File: config.mk
export PLATFORM = sky130hd
export DESIGN_NAME = control_unit
export DESIGN_NICKNAME = d
export VERILOG_FILES = /design/src/rtl/lc3_ctrl_pkg.sv /design/src/rtl/control_store.sv /design/src/rtl/control_unit.sv
export SDC_FILE = /design/constraint.sdc
export NUM_CORES = 1
export LEC_CHECK = 0
export BUFFER_PORTS_ARGS = -buffer_cell sky130_fd_sc_hd__buf_2
export CORE_ASPECT_RATIO = 0.7
export CORE_MARGIN = 2
export CORE_UTILIZATION = 50
export CTS_CLUSTER_SIZE = 10
export DETAILED_ROUTE_END_ITERATION = 6
export PLACE_DENSITY_LB_ADDON = 0.15
export SLEW_MARGIN = 5
export SYNTH_ARGS = -nofsm -noshare
export SYNTH_HDL_FRONTEND = slang
export SYNTH_SLANG_ARGS = --single-unit
File: constraint.sdc
create_clock -name clk -period 3.2 [get_ports clk]
set_input_delay 0.48 -clock clk [delete_from_list [all_inputs] [get_ports clk]]
set_output_delay 0.48 -clock clk [all_outputs]
set_load 0.02 [all_outputs]
File: src/rtl/lc3_ctrl_pkg.sv
// Shared constants for the LC-3b hardwired control unit: state numbers,
// control-word bit positions, mux/ALU encodings and opcodes.
package lc3_ctrl_pkg;

  localparam int unsigned CW_W    = 26;
  localparam int unsigned STATE_W = 6;

  typedef enum logic [5:0] {
    S_BR       = 6'd0,
    S_ADD      = 6'd1,
    S_LDB      = 6'd2,
    S_STB      = 6'd3,
    S_JSR      = 6'd4,
    S_AND      = 6'd5,
    S_LDW      = 6'd6,
    S_STW      = 6'd7,
    S_XOR      = 6'd9,
    S_JMP      = 6'd12,
    S_SHF      = 6'd13,
    S_LEA      = 6'd14,
    S_TRAP     = 6'd15,
    S_STW_WR   = 6'd16,
    S_STB_WR   = 6'd17,
    S_FETCH    = 6'd18,
    S_JSRR     = 6'd20,
    S_JSR_OFF  = 6'd21,
    S_BR_TAKEN = 6'd22,
    S_STW_MDR  = 6'd23,
    S_STB_MDR  = 6'd24,
    S_LDW_RD   = 6'd25,
    S_LDW_WB   = 6'd27,
    S_TRAP_RD  = 6'd28,
    S_LDB_RD   = 6'd29,
    S_TRAP_PC  = 6'd30,
    S_LDB_WB   = 6'd31,
    S_DECODE   = 6'd32,
    S_FETCH_RD = 6'd33,
    S_FETCH_IR = 6'd35
  } state_t;

  localparam int unsigned B_LOAD_MAR    = 25;
  localparam int unsigned B_LOAD_MDR    = 24;
  localparam int unsigned B_LOAD_IR     = 23;
  localparam int unsigned B_LOAD_BEN    = 22;
  localparam int unsigned B_LOAD_REG    = 21;
  localparam int unsigned B_LOAD_CC     = 20;
  localparam int unsigned B_LOAD_PC     = 19;
  localparam int unsigned B_GATE_PC     = 18;
  localparam int unsigned B_GATE_MDR    = 17;
  localparam int unsigned B_GATE_ALU    = 16;
  localparam int unsigned B_GATE_MARMUX = 15;
  localparam int unsigned B_GATE_SHF    = 14;
  localparam int unsigned B_PC_MUX_HI   = 13;
  localparam int unsigned B_PC_MUX_LO   = 12;
  localparam int unsigned B_DR_MUX      = 11;
  localparam int unsigned B_SR1_MUX     = 10;
  localparam int unsigned B_ADDR1_MUX   = 9;
  localparam int unsigned B_ADDR2_HI    = 8;
  localparam int unsigned B_ADDR2_LO    = 7;
  localparam int unsigned B_MAR_MUX     = 6;
  localparam int unsigned B_ALUK_HI     = 5;
  localparam int unsigned B_ALUK_LO     = 4;
  localparam int unsigned B_MIO_EN      = 3;
  localparam int unsigned B_R_W         = 2;
  localparam int unsigned B_DATA_SIZE   = 1;
  localparam int unsigned B_LSHF1       = 0;

  localparam logic [1:0] PCMUX_PC2   = 2'b00;
  localparam logic [1:0] PCMUX_BUS   = 2'b01;
  localparam logic [1:0] PCMUX_ADDER = 2'b10;

  localparam logic [1:0] ALUK_ADD   = 2'b00;
  localparam logic [1:0] ALUK_AND   = 2'b01;
  localparam logic [1:0] ALUK_XOR   = 2'b10;
  localparam logic [1:0] ALUK_PASSA = 2'b11;

  localparam logic [1:0] ADDR2_ZERO  = 2'b00;
  localparam logic [1:0] ADDR2_OFF6  = 2'b01;
  localparam logic [1:0] ADDR2_OFF9  = 2'b10;
  localparam logic [1:0] ADDR2_OFF11 = 2'b11;

  localparam logic [3:0] OP_BR   = 4'd0;
  localparam logic [3:0] OP_ADD  = 4'd1;
  localparam logic [3:0] OP_LDB  = 4'd2;
  localparam logic [3:0] OP_STB  = 4'd3;
  localparam logic [3:0] OP_JSR  = 4'd4;
  localparam logic [3:0] OP_AND  = 4'd5;
  localparam logic [3:0] OP_LDW  = 4'd6;
  localparam logic [3:0] OP_STW  = 4'd7;
  localparam logic [3:0] OP_XOR  = 4'd9;
  localparam logic [3:0] OP_JMP  = 4'd12;
  localparam logic [3:0] OP_SHF  = 4'd13;
  localparam logic [3:0] OP_LEA  = 4'd14;
  localparam logic [3:0] OP_TRAP = 4'd15;

endpackage

File: src/rtl/control_store.sv
// Combinational control store: maps the current state to its raw 26-bit
// control word (load_mdr not yet qualified by memory ready).
module control_store
  import lc3_ctrl_pkg::*;
(
  input  state_t          st,
  output logic [CW_W-1:0] word
);

  always_comb begin
    word = '0;
    case (st)
      S_FETCH: begin
        word[B_LOAD_MAR] = 1'b1;
        word[B_GATE_PC]  = 1'b1;
        word[B_LOAD_PC]  = 1'b1;
        word[B_PC_MUX_HI:B_PC_MUX_LO] = PCMUX_PC2;
      end
      S_FETCH_RD, S_LDW_RD: begin
        word[B_LOAD_MDR]  = 1'b1;
        word[B_MIO_EN]    = 1'b1;
        word[B_DATA_SIZE] = 1'b1;
      end
      S_FETCH_IR: begin
        word[B_LOAD_IR]  = 1'b1;
        word[B_GATE_MDR] = 1'b1;
      end
      S_DECODE: word[B_LOAD_BEN] = 1'b1;
      S_ADD, S_AND, S_XOR: begin
        word[B_LOAD_REG] = 1'b1;
        word[B_LOAD_CC]  = 1'b1;
        word[B_GATE_ALU] = 1'b1;
        word[B_SR1_MUX]  = 1'b1;
        word[B_ALUK_HI:B_ALUK_LO] = (st == S_ADD) ? ALUK_ADD :
                                    (st == S_AND) ? ALUK_AND : ALUK_XOR;
      end
      S_SHF: begin
        word[B_LOAD_REG] = 1'b1;
        word[B_LOAD_CC]  = 1'b1;
        word[B_GATE_SHF] = 1'b1;
        word[B_SR1_MUX]  = 1'b1;
      end
      S_LEA: begin
        word[B_LOAD_REG]    = 1'b1;
        word[B_GATE_MARMUX] = 1'b1;
        word[B_MAR_MUX]     = 1'b1;
        word[B_ADDR2_HI:B_ADDR2_LO] = ADDR2_OFF9;
        word[B_LSHF1]       = 1'b1;
      end
      S_BR_TAKEN, S_JSR_OFF: begin
        word[B_LOAD_PC] = 1'b1;
        word[B_PC_MUX_HI:B_PC_MUX_LO] = PCMUX_ADDER;
        word[B_ADDR2_HI:B_ADDR2_LO] = (st == S_JSR_OFF) ? ADDR2_OFF11 : ADDR2_OFF9;
        word[B_LSHF1]   = 1'b1;
      end
      // BaseR comes from IR[8:6] through the SR1 port
      S_JMP, S_JSRR: begin
        word[B_LOAD_PC]   = 1'b1;
        word[B_PC_MUX_HI:B_PC_MUX_LO] = PCMUX_ADDER;
        word[B_SR1_MUX]   = 1'b1;
        word[B_ADDR1_MUX] = 1'b1;
        word[B_ADDR2_HI:B_ADDR2_LO] = ADDR2_ZERO;
      end
      S_JSR: begin
        word[B_LOAD_REG] = 1'b1;
        word[B_DR_MUX]   = 1'b1;
        word[B_GATE_PC]  = 1'b1;
      end
      S_LDW, S_STW, S_LDB, S_STB: begin
        word[B_LOAD_MAR]    = 1'b1;
        word[B_GATE_MARMUX] = 1'b1;
        word[B_MAR_MUX]     = 1'b1;
        word[B_SR1_MUX]     = 1'b1;
        word[B_ADDR1_MUX]   = 1'b1;
        word[B_ADDR2_HI:B_ADDR2_LO] = ADDR2_OFF6;
        word[B_LSHF1]       = (st == S_LDW) || (st == S_STW);
      end
      S_LDW_WB, S_LDB_WB: begin
        word[B_LOAD_REG]  = 1'b1;
        word[B_LOAD_CC]   = 1'b1;
        word[B_GATE_MDR]  = 1'b1;
        word[B_DATA_SIZE] = (st == S_LDW_WB);
      end
      S_LDB_RD: begin
        word[B_LOAD_MDR] = 1'b1;
        word[B_MIO_EN]   = 1'b1;
      end
      S_STW_MDR, S_STB_MDR: begin
        word[B_LOAD_MDR]  = 1'b1;
        word[B_GATE_ALU]  = 1'b1;
        word[B_ALUK_HI:B_ALUK_LO] = ALUK_PASSA;
        word[B_DATA_SIZE] = (st == S_STW_MDR);
      end
      S_STW_WR, S_STB_WR: begin
        word[B_MIO_EN]    = 1'b1;
        word[B_R_W]       = 1'b1;
        word[B_DATA_SIZE] = (st == S_STW_WR);
      end
      S_TRAP: begin
        word[B_LOAD_MAR]    = 1'b1;
        word[B_GATE_MARMUX] = 1'b1;
      end
      S_TRAP_RD: begin
        word[B_LOAD_MDR]  = 1'b1;
        word[B_MIO_EN]    = 1'b1;
        word[B_DATA_SIZE] = 1'b1;
        word[B_LOAD_REG]  = 1'b1;
        word[B_DR_MUX]    = 1'b1;
        word[B_GATE_PC]   = 1'b1;
      end
      S_TRAP_PC: begin
        word[B_LOAD_PC]   = 1'b1;
        word[B_GATE_MDR]  = 1'b1;
        word[B_PC_MUX_HI:B_PC_MUX_LO] = PCMUX_BUS;
        word[B_DATA_SIZE] = 1'b1;
      end
      default: word = '0;
    endcase
  end

endmodule

File: src/rtl/control_unit.sv
// LC-3b hardwired control FSM: state register, next-state logic and
// output gating around the control store.
module control_unit
  import lc3_ctrl_pkg::*;
(
  input  logic               clk,
  input  logic               reset,
  input  logic [3:0]         ir_op,
  input  logic               ir11,
  input  logic               ben,
  input  logic               mem_ready,
  output logic [CW_W-1:0]    control_signals,
  output logic [STATE_W-1:0] state
);

  state_t          cur_state;
  state_t          nxt_state;
  logic [CW_W-1:0] rom_word;
  logic [CW_W-1:0] gated_word;

  always_ff @(posedge clk) begin
    if (reset) cur_state <= S_FETCH;
    else       cur_state <= nxt_state;
  end

  always_comb begin
    nxt_state = S_FETCH;
    case (cur_state)
      S_FETCH:    nxt_state = S_FETCH_RD;
      S_FETCH_RD: nxt_state = mem_ready ? S_FETCH_IR : S_FETCH_RD;
      S_FETCH_IR: nxt_state = S_DECODE;
      S_DECODE: begin
        case (ir_op)
          OP_BR:   nxt_state = S_BR;
          OP_ADD:  nxt_state = S_ADD;
          OP_LDB:  nxt_state = S_LDB;
          OP_STB:  nxt_state = S_STB;
          OP_JSR:  nxt_state = S_JSR;
          OP_AND:  nxt_state = S_AND;
          OP_LDW:  nxt_state = S_LDW;
          OP_STW:  nxt_state = S_STW;
          OP_XOR:  nxt_state = S_XOR;
          OP_JMP:  nxt_state = S_JMP;
          OP_SHF:  nxt_state = S_SHF;
          OP_LEA:  nxt_state = S_LEA;
          OP_TRAP: nxt_state = S_TRAP;
          default: nxt_state = S_FETCH;
        endcase
      end
      S_BR:      nxt_state = ben ? S_BR_TAKEN : S_FETCH;
      S_JSR:     nxt_state = ir11 ? S_JSR_OFF : S_JSRR;
      S_LDW:     nxt_state = S_LDW_RD;
      S_LDW_RD:  nxt_state = mem_ready ? S_LDW_WB : S_LDW_RD;
      S_LDB:     nxt_state = S_LDB_RD;
      S_LDB_RD:  nxt_state = mem_ready ? S_LDB_WB : S_LDB_RD;
      S_STW:     nxt_state = S_STW_MDR;
      S_STW_MDR: nxt_state = S_STW_WR;
      S_STW_WR:  nxt_state = mem_ready ? S_FETCH : S_STW_WR;
      S_STB:     nxt_state = S_STB_MDR;
      S_STB_MDR: nxt_state = S_STB_WR;
      S_STB_WR:  nxt_state = mem_ready ? S_FETCH : S_STB_WR;
      S_TRAP:    nxt_state = S_TRAP_RD;
      S_TRAP_RD: nxt_state = mem_ready ? S_TRAP_PC : S_TRAP_RD;
      default:   nxt_state = S_FETCH;
    endcase
  end

  control_store u_store (
    .st   (cur_state),
    .word (rom_word)
  );

  // Memory reads capture MDR only in the cycle the data is valid
  always_comb begin
    gated_word = rom_word;
    if (rom_word[B_MIO_EN] && !rom_word[B_R_W])
      gated_word[B_LOAD_MDR] = rom_word[B_LOAD_MDR] & mem_ready;
    if (reset)
      gated_word = '0;
  end

  assign control_signals = gated_word;
  assign state           = cur_state;

endmodule

== After elaboration in Yosys (flattened, before gate mapping) ==
Memories as Yosys holds them, arrays and structs flattened.
Cells that the tools add are included.

* Flip-flop bits (word level): 6
* Bits in latches: 0
* Bits in writable memories: 0
* ROM bits: 80
* Output and inout bits: 32
* Word-level logic and storage cells: 96
* Memories: 1

* Add/subtract/negate cells: 0
* Multiply operators: 0
* Divide/modulo/power cells: 0
* Order comparisons: 0
* Equal/unequal tests: 29
* Shifts and indexed selects: 0
* Multiplexer cells: 37
* Bitwise operators: 1
* Reduce and logical (&&, ||, !) cells: 27

{| class="wikitable"
|+ Memory list
! name !! words !! bits a word !! read ports !! clocked after Yosys merged registers in !! write ports !! RTL line !! RTL
|-
| (name not given) || 16 || 5 || 1 || 0 || 0 || control_unit.sv:33 || <nowiki>case (ir_op)</nowiki>
|}

{| class="wikitable"
|+ Operator list
! cell !! count
|-
| one-hot mux 6 bit (18 select lines) || 1
|-
| == test 6 x 5 -> 1 bit, second input constant || 14
|-
| OR reduction 6 bit || 7
|-
| == test 6 x 4 -> 1 bit, second input constant || 5
|-
| 2-to-1 mux 26 bit || 1
|-
| == test 6 x 3 -> 1 bit, second input constant || 4
|-
| 2-to-1 mux 1 bit || 21
|-
| == test 6 bit, second input constant || 3
|-
| 2-to-1 mux 2 bit || 8
|-
| OR reduction 4 bit || 4
|-
| == test 6 x 2 -> 1 bit, second input constant || 2
|-
| OR reduction 10 bit || 1
|-
| OR reduction 2 bit || 5
|-
| OR reduction 5 bit || 2
|-
| OR reduction 3 bit || 3
|-
| OR reduction 9 bit || 1
|-
| one-hot mux 2 bit (2 select lines) || 2
|-
| == test 6 x 1 -> 1 bit, second input constant || 1
|-
| zero test 6 bit || 1
|-
| one-hot mux 2 bit (3 select lines) || 1
|-
| one-hot mux 1 bit (4 select lines) || 1
|-
| 2-to-1 mux 3 bit || 1
|-
| one-hot mux 1 bit (2 select lines) || 1
|-
| bitwise AND 1 bit || 1
|-
| 3 further kinds || 3
|}

== Depth between registers and ports, before layout ==
* Word-level depth: 7
* Gate-level depth with buffers: 7

== Hierarchy ==
Synthesis repeated with hierarchy kept, for this count alone.

* Cell total of the unflattened synthesis: 222
* Area, all modules: 1521.5 um^2

{| class="wikitable"
|+ Modules (own cells, without submodules)
! module !! times used !! cells each !! area an instance (um^2)
|-
| control_unit || 1 || 108 || 764.5
|-
| control_store || 1 || 114 || 757.0
|}

== Worst setup path before layout ==
OpenSTA, ideal clock, no wires.

* Path type: reg2out
* Start point: register cur_state[0], in the netlist state[0]
* End point: output port control_signals[5]
* Arrival time: 1.808 ns
* Data required time: 2.720 ns
* Slack: 0.912 ns
* Stages on the path, launching flop included: 7
* Buffers on the path: 3
* Cell sequence: dfxtp_1 > buf_2 > buf_2 > buf_2 > nand2_1 > o21a_1 > o31ai_1

* Word-level cells in the longest chain between the ends: 5

{| class="wikitable"
|+ RTL lines
! element !! RTL line !! RTL
|-
| from (decl) || control_unit.sv:16 || <nowiki>state_t cur_state;</nowiki>
|-
| from (signal assigned) || control_unit.sv:23 || <nowiki>else cur_state <= nxt_state;</nowiki>
|-
| == test 6 x 3 -> 1 bit || control_store.sv:12, control_store.sv:35 ||
|-
| 2-to-1 mux 2 bit || control_store.sv:35 || <nowiki>(st == S_AND) ? ALUK_AND : ALUK_XOR;</nowiki>
|-
| 2-to-1 mux 2 bit || control_store.sv:34 || <nowiki>word[B_ALUK_HI:B_ALUK_LO] = (st == S_ADD) ? ALUK_ADD :</nowiki>
|-
| one-hot mux 2 bit (2 select lines) (*) || control_store.sv:12 || <nowiki>case (st)</nowiki>
|-
| 2-to-1 mux 26 bit (*) || control_unit.sv:78 || <nowiki>if (reset)</nowiki>
|-
| to (decl) || control_unit.sv:12 || <nowiki>output logic [CW_W-1:0] control_signals,</nowiki>
|}

Mark *: on every way between the ends. The rest lies on a longest branch, timed or not.

== Worst setup path in the final report ==
* Start point: register cur_state[0], in the netlist state[0]
* End point: output port control_signals[24]

* Word-level cells in the longest chain between the ends: 7

{| class="wikitable"
|+ RTL lines
! element !! RTL line !! RTL
|-
| parallel branches: the longest is 5 deep, another holds == test 6 x 5 -> 1 bit || - ||
|-
| 2-to-1 mux 1 bit (*) || control_unit.sv:76 || <nowiki>if (rom_word[B_MIO_EN] && !rom_word[B_R_W])</nowiki>
|-
| 2-to-1 mux 26 bit (*) || control_unit.sv:78 ||
|}

Every way passes the cells marked *.

==> flow_metrics.env <==
export IMPL_status="complete, no violations"
export IMPL_min_to="state[1]$_SDFF_PP1_"
export IMPL_viasPerCell=6.14
export IMPL_start_kind="flop"
export IMPL_wl_per_cell_um=15.1
export IMPL_syn_num_nets=194
export IMPL_fmax_mhz=367
export IMPL_io_pins=41
export IMPL_synth_area_um2=1120
export IMPL_post_cts_buffers=0
export IMPL_final_cells=247
export IMPL_clkTransAtPathRegs_ns=0.04
export IMPL_vias=1517
export IMPL_min_from="mem_ready"
export IMPL_power_leakage_nw=0.582
export IMPL_die_h_um=43.5
export IMPL_cp_slowest_cell="dfxtp_1"
export IMPL_synth_edff_count=0
export IMPL_r2r_slack_ns=0.88
export IMPL_clk_latency_ns=0.25
export IMPL_vdd_drop_max_v=0.000435
export IMPL_drive_above_1_share_pct=23.7
export IMPL_synth_async_reset_ratio_pct=0
export IMPL_critPathKind="reg -> out"
export IMPL_synth_area_top_cells="dfxtp_1 11%, a21oi_1 9.0%, o21ai_0 9.0%"
export IMPL_grt_overflow_total=0
export IMPL_die_area_um2=2630
export IMPL_grt_pass1_wl_um=6000
export IMPL_drv_cap=0
export IMPL_hold_depth=2
export IMPL_r2r_end="state[1]$_SDFF_PP1_"
export IMPL_tns_ns=0
export IMPL_rsz0062_at_grt="false"
export IMPL_num_antenna_cells=0
export IMPL_crit_path_cell_trace="nor2_1, inv_1, a31oi_1, or3_1, a21oi_1, buf_2"
export IMPL_drt_initial_drc_count=157
export IMPL_antenna_found_initial=0
export IMPL_cts_buffer_depth=2
export IMPL_cts_buffers=3
export IMPL_post_route_period_util_pct=85.0
export IMPL_area_growth_pct=18.5
export IMPL_initial_core_util_pct=52.2
export IMPL_grt_use_total_pct=29.7
export IMPL_cts_sinks=6
export IMPL_drv_slew=0
export IMPL_core_um2=2140
export IMPL_setup_viol=0
export IMPL_netlist_cell_type_count=44
export IMPL_root_buffer="clkbuf_4"
export IMPL_yosysWarnings=0
export IMPL_rr_worst_depth=5
export IMPL_drc=0
export IMPL_nNetsFinal=226
export IMPL_io_buffers=40
export IMPL_cts_resized=0
export IMPL_fin_worst_skew_ns=0.00206
export IMPL_yosysSeqAreaShare_pct=10.8
export IMPL_synth_main_ff_cell="dfxtp_1"
export IMPL_cts_tree="yes"
export IMPL_synth_ff_latch_count=6
export IMPL_crit_arrival_ns=2.24
export IMPL_grt_max_degree=33
export IMPL_postCtsHoldBufs=0
export IMPL_final_common_cell="buf_2"
export IMPL_ant_nets=0
export IMPL_die_x_um=60.5
export IMPL_first_pass_iters=7
export IMPL_largest_reg_flops=6
export IMPL_r2r_start="state[0]$_SDFF_PP0_"
export IMPL_gp_congestion=0.939
export IMPL_synth_largest_area_cell="dfxtp_1"
export IMPL_finalWirelength_um=3720
export IMPL_syn_instance_count=185
export IMPL_worst_pin_slew_ns=1.01
export IMPL_synth_top_cell_area_share_pct=10.8
export IMPL_hold_violations=0
export IMPL_post_route_min_period_ns=2.72
export IMPL_place_hpwl_um=2650
export IMPL_p_per_area_nw_per_um2=898
export IMPL_grt_pass1_vias=1354
export IMPL_maxSlewHeadroom_pct=32.5
export IMPL_syn_avg_cell_area_um2=6.03
export IMPL_placementRows=14
export IMPL_hold_path_class="in -> reg"
export IMPL_placed_cells=244
export IMPL_crit_fanout=27
export IMPL_required_ns=2.72
export IMPL_final_cell_mix="40 x buf_2, 20 x a21oi_1, 20 x o21ai_0"
export IMPL_cts_max_level=1
export IMPL_crit_path_max_incr_delay_ns=0.87
export IMPL_end_kind="output port"
critical path, delay by kind of cell (launching register included):
family,cells,cell delay [ns]
simple gates,2,0.58
compound gates,2,0.24
buf+inv,2,0.32
flops,1,0.87
per-stage QoR:
step                      util [%]  setup WS, ns  instance area, µm²  power, mW  hold slack, ns
after floorplan                  -         0.912                1120      0.876           0.598
after global routing          61.9         0.284                1320       1.29           0.476
after global placement        60.8         0.899                1300       1.07           0.728
after detailed placement      60.8         0.830                1300       1.09           0.720
after CTS                     61.9         0.560                1320       1.16           0.480
final                         61.9         0.479                1320       1.19           0.480
cells by family (layout without fill, tap and decap cells):
logic type                Yosys count  in the layout  synth area share, %
buffers and inverters              22             52                 9.42
xor gates and xnor gates            1              1                0.785
and+or+nand+nor                    89             89                 41.5
AOI/OAI and AO/OA                  67             67                 37.6
DFF                                 6              6                 10.8
cell usage after synthesis, drive strengths merged (3+ instances only):
library cell  instances
nand2b               12
a31oi                 3
dfxtp                 6
inv                   5
nor3                 12
o21a                  3
nand2                19
a32oi                 3
clkbuf                3
buf                  14
a21oi                20
nor2b                 7
or2                   5
nand3                 3
o21ai                20
nor2                 17
o22ai                 4
nand3b                3
or3                   4
area by class of cell:
class                           instances  area (µm²)
Clock buffer                            3        22.5
Fill cell                             222         815
Timing Repair Buffer                   44         230
Inverter                                5        18.8
Sequential cell                         6         120
Tap cell                               32        40.0
Multi-Input combinational cell        157         891
metal layers:
layer | routed length [µm] | up-vias | track usage (%) | part of all wire, %
li1 | - | 731 | - | -
met1 | 1580 | 674 | 42.4 | 42
met2 | 1720 | 97 | 42.8 | 46
met3 | 351 | 15 | 7.46 | 9.4
met4 | 67 | 0 | 11.7 | 1.8
met5 | 0 | - | 0 | 0
how the worst max path moves through the flow:
stage / startpoint / endpoint / slack (ns) / cells past startpoint
3_5_place_dp: state[0]$_SDFF_PP0_ / control_signals[24] / 0.83 / 6
5_1_grt: state[3]$_SDFF_PP0_ / control_signals[16] / 0.28 / 5
4_1_cts: state[0]$_SDFF_PP0_ / control_signals[24] / 0.56 / 6
3_3_place_gp: state[3]$_SDFF_PP0_ / control_signals[24] / 0.90 / 6
6_report: state[0]$_SDFF_PP0_ / control_signals[24] / 0.48 / 6
2_1_floorplan: state[0]$_SDFF_PP0_ / control_signals[5] / 0.91 / 6
where the power goes:
part | switching [mW] | internal, mW
sequential | 0.139 | 0.105
combinational | 0.545 | 0.328
clock | 0.0289 | 0.0425
(Power assumes the default switching activity.)
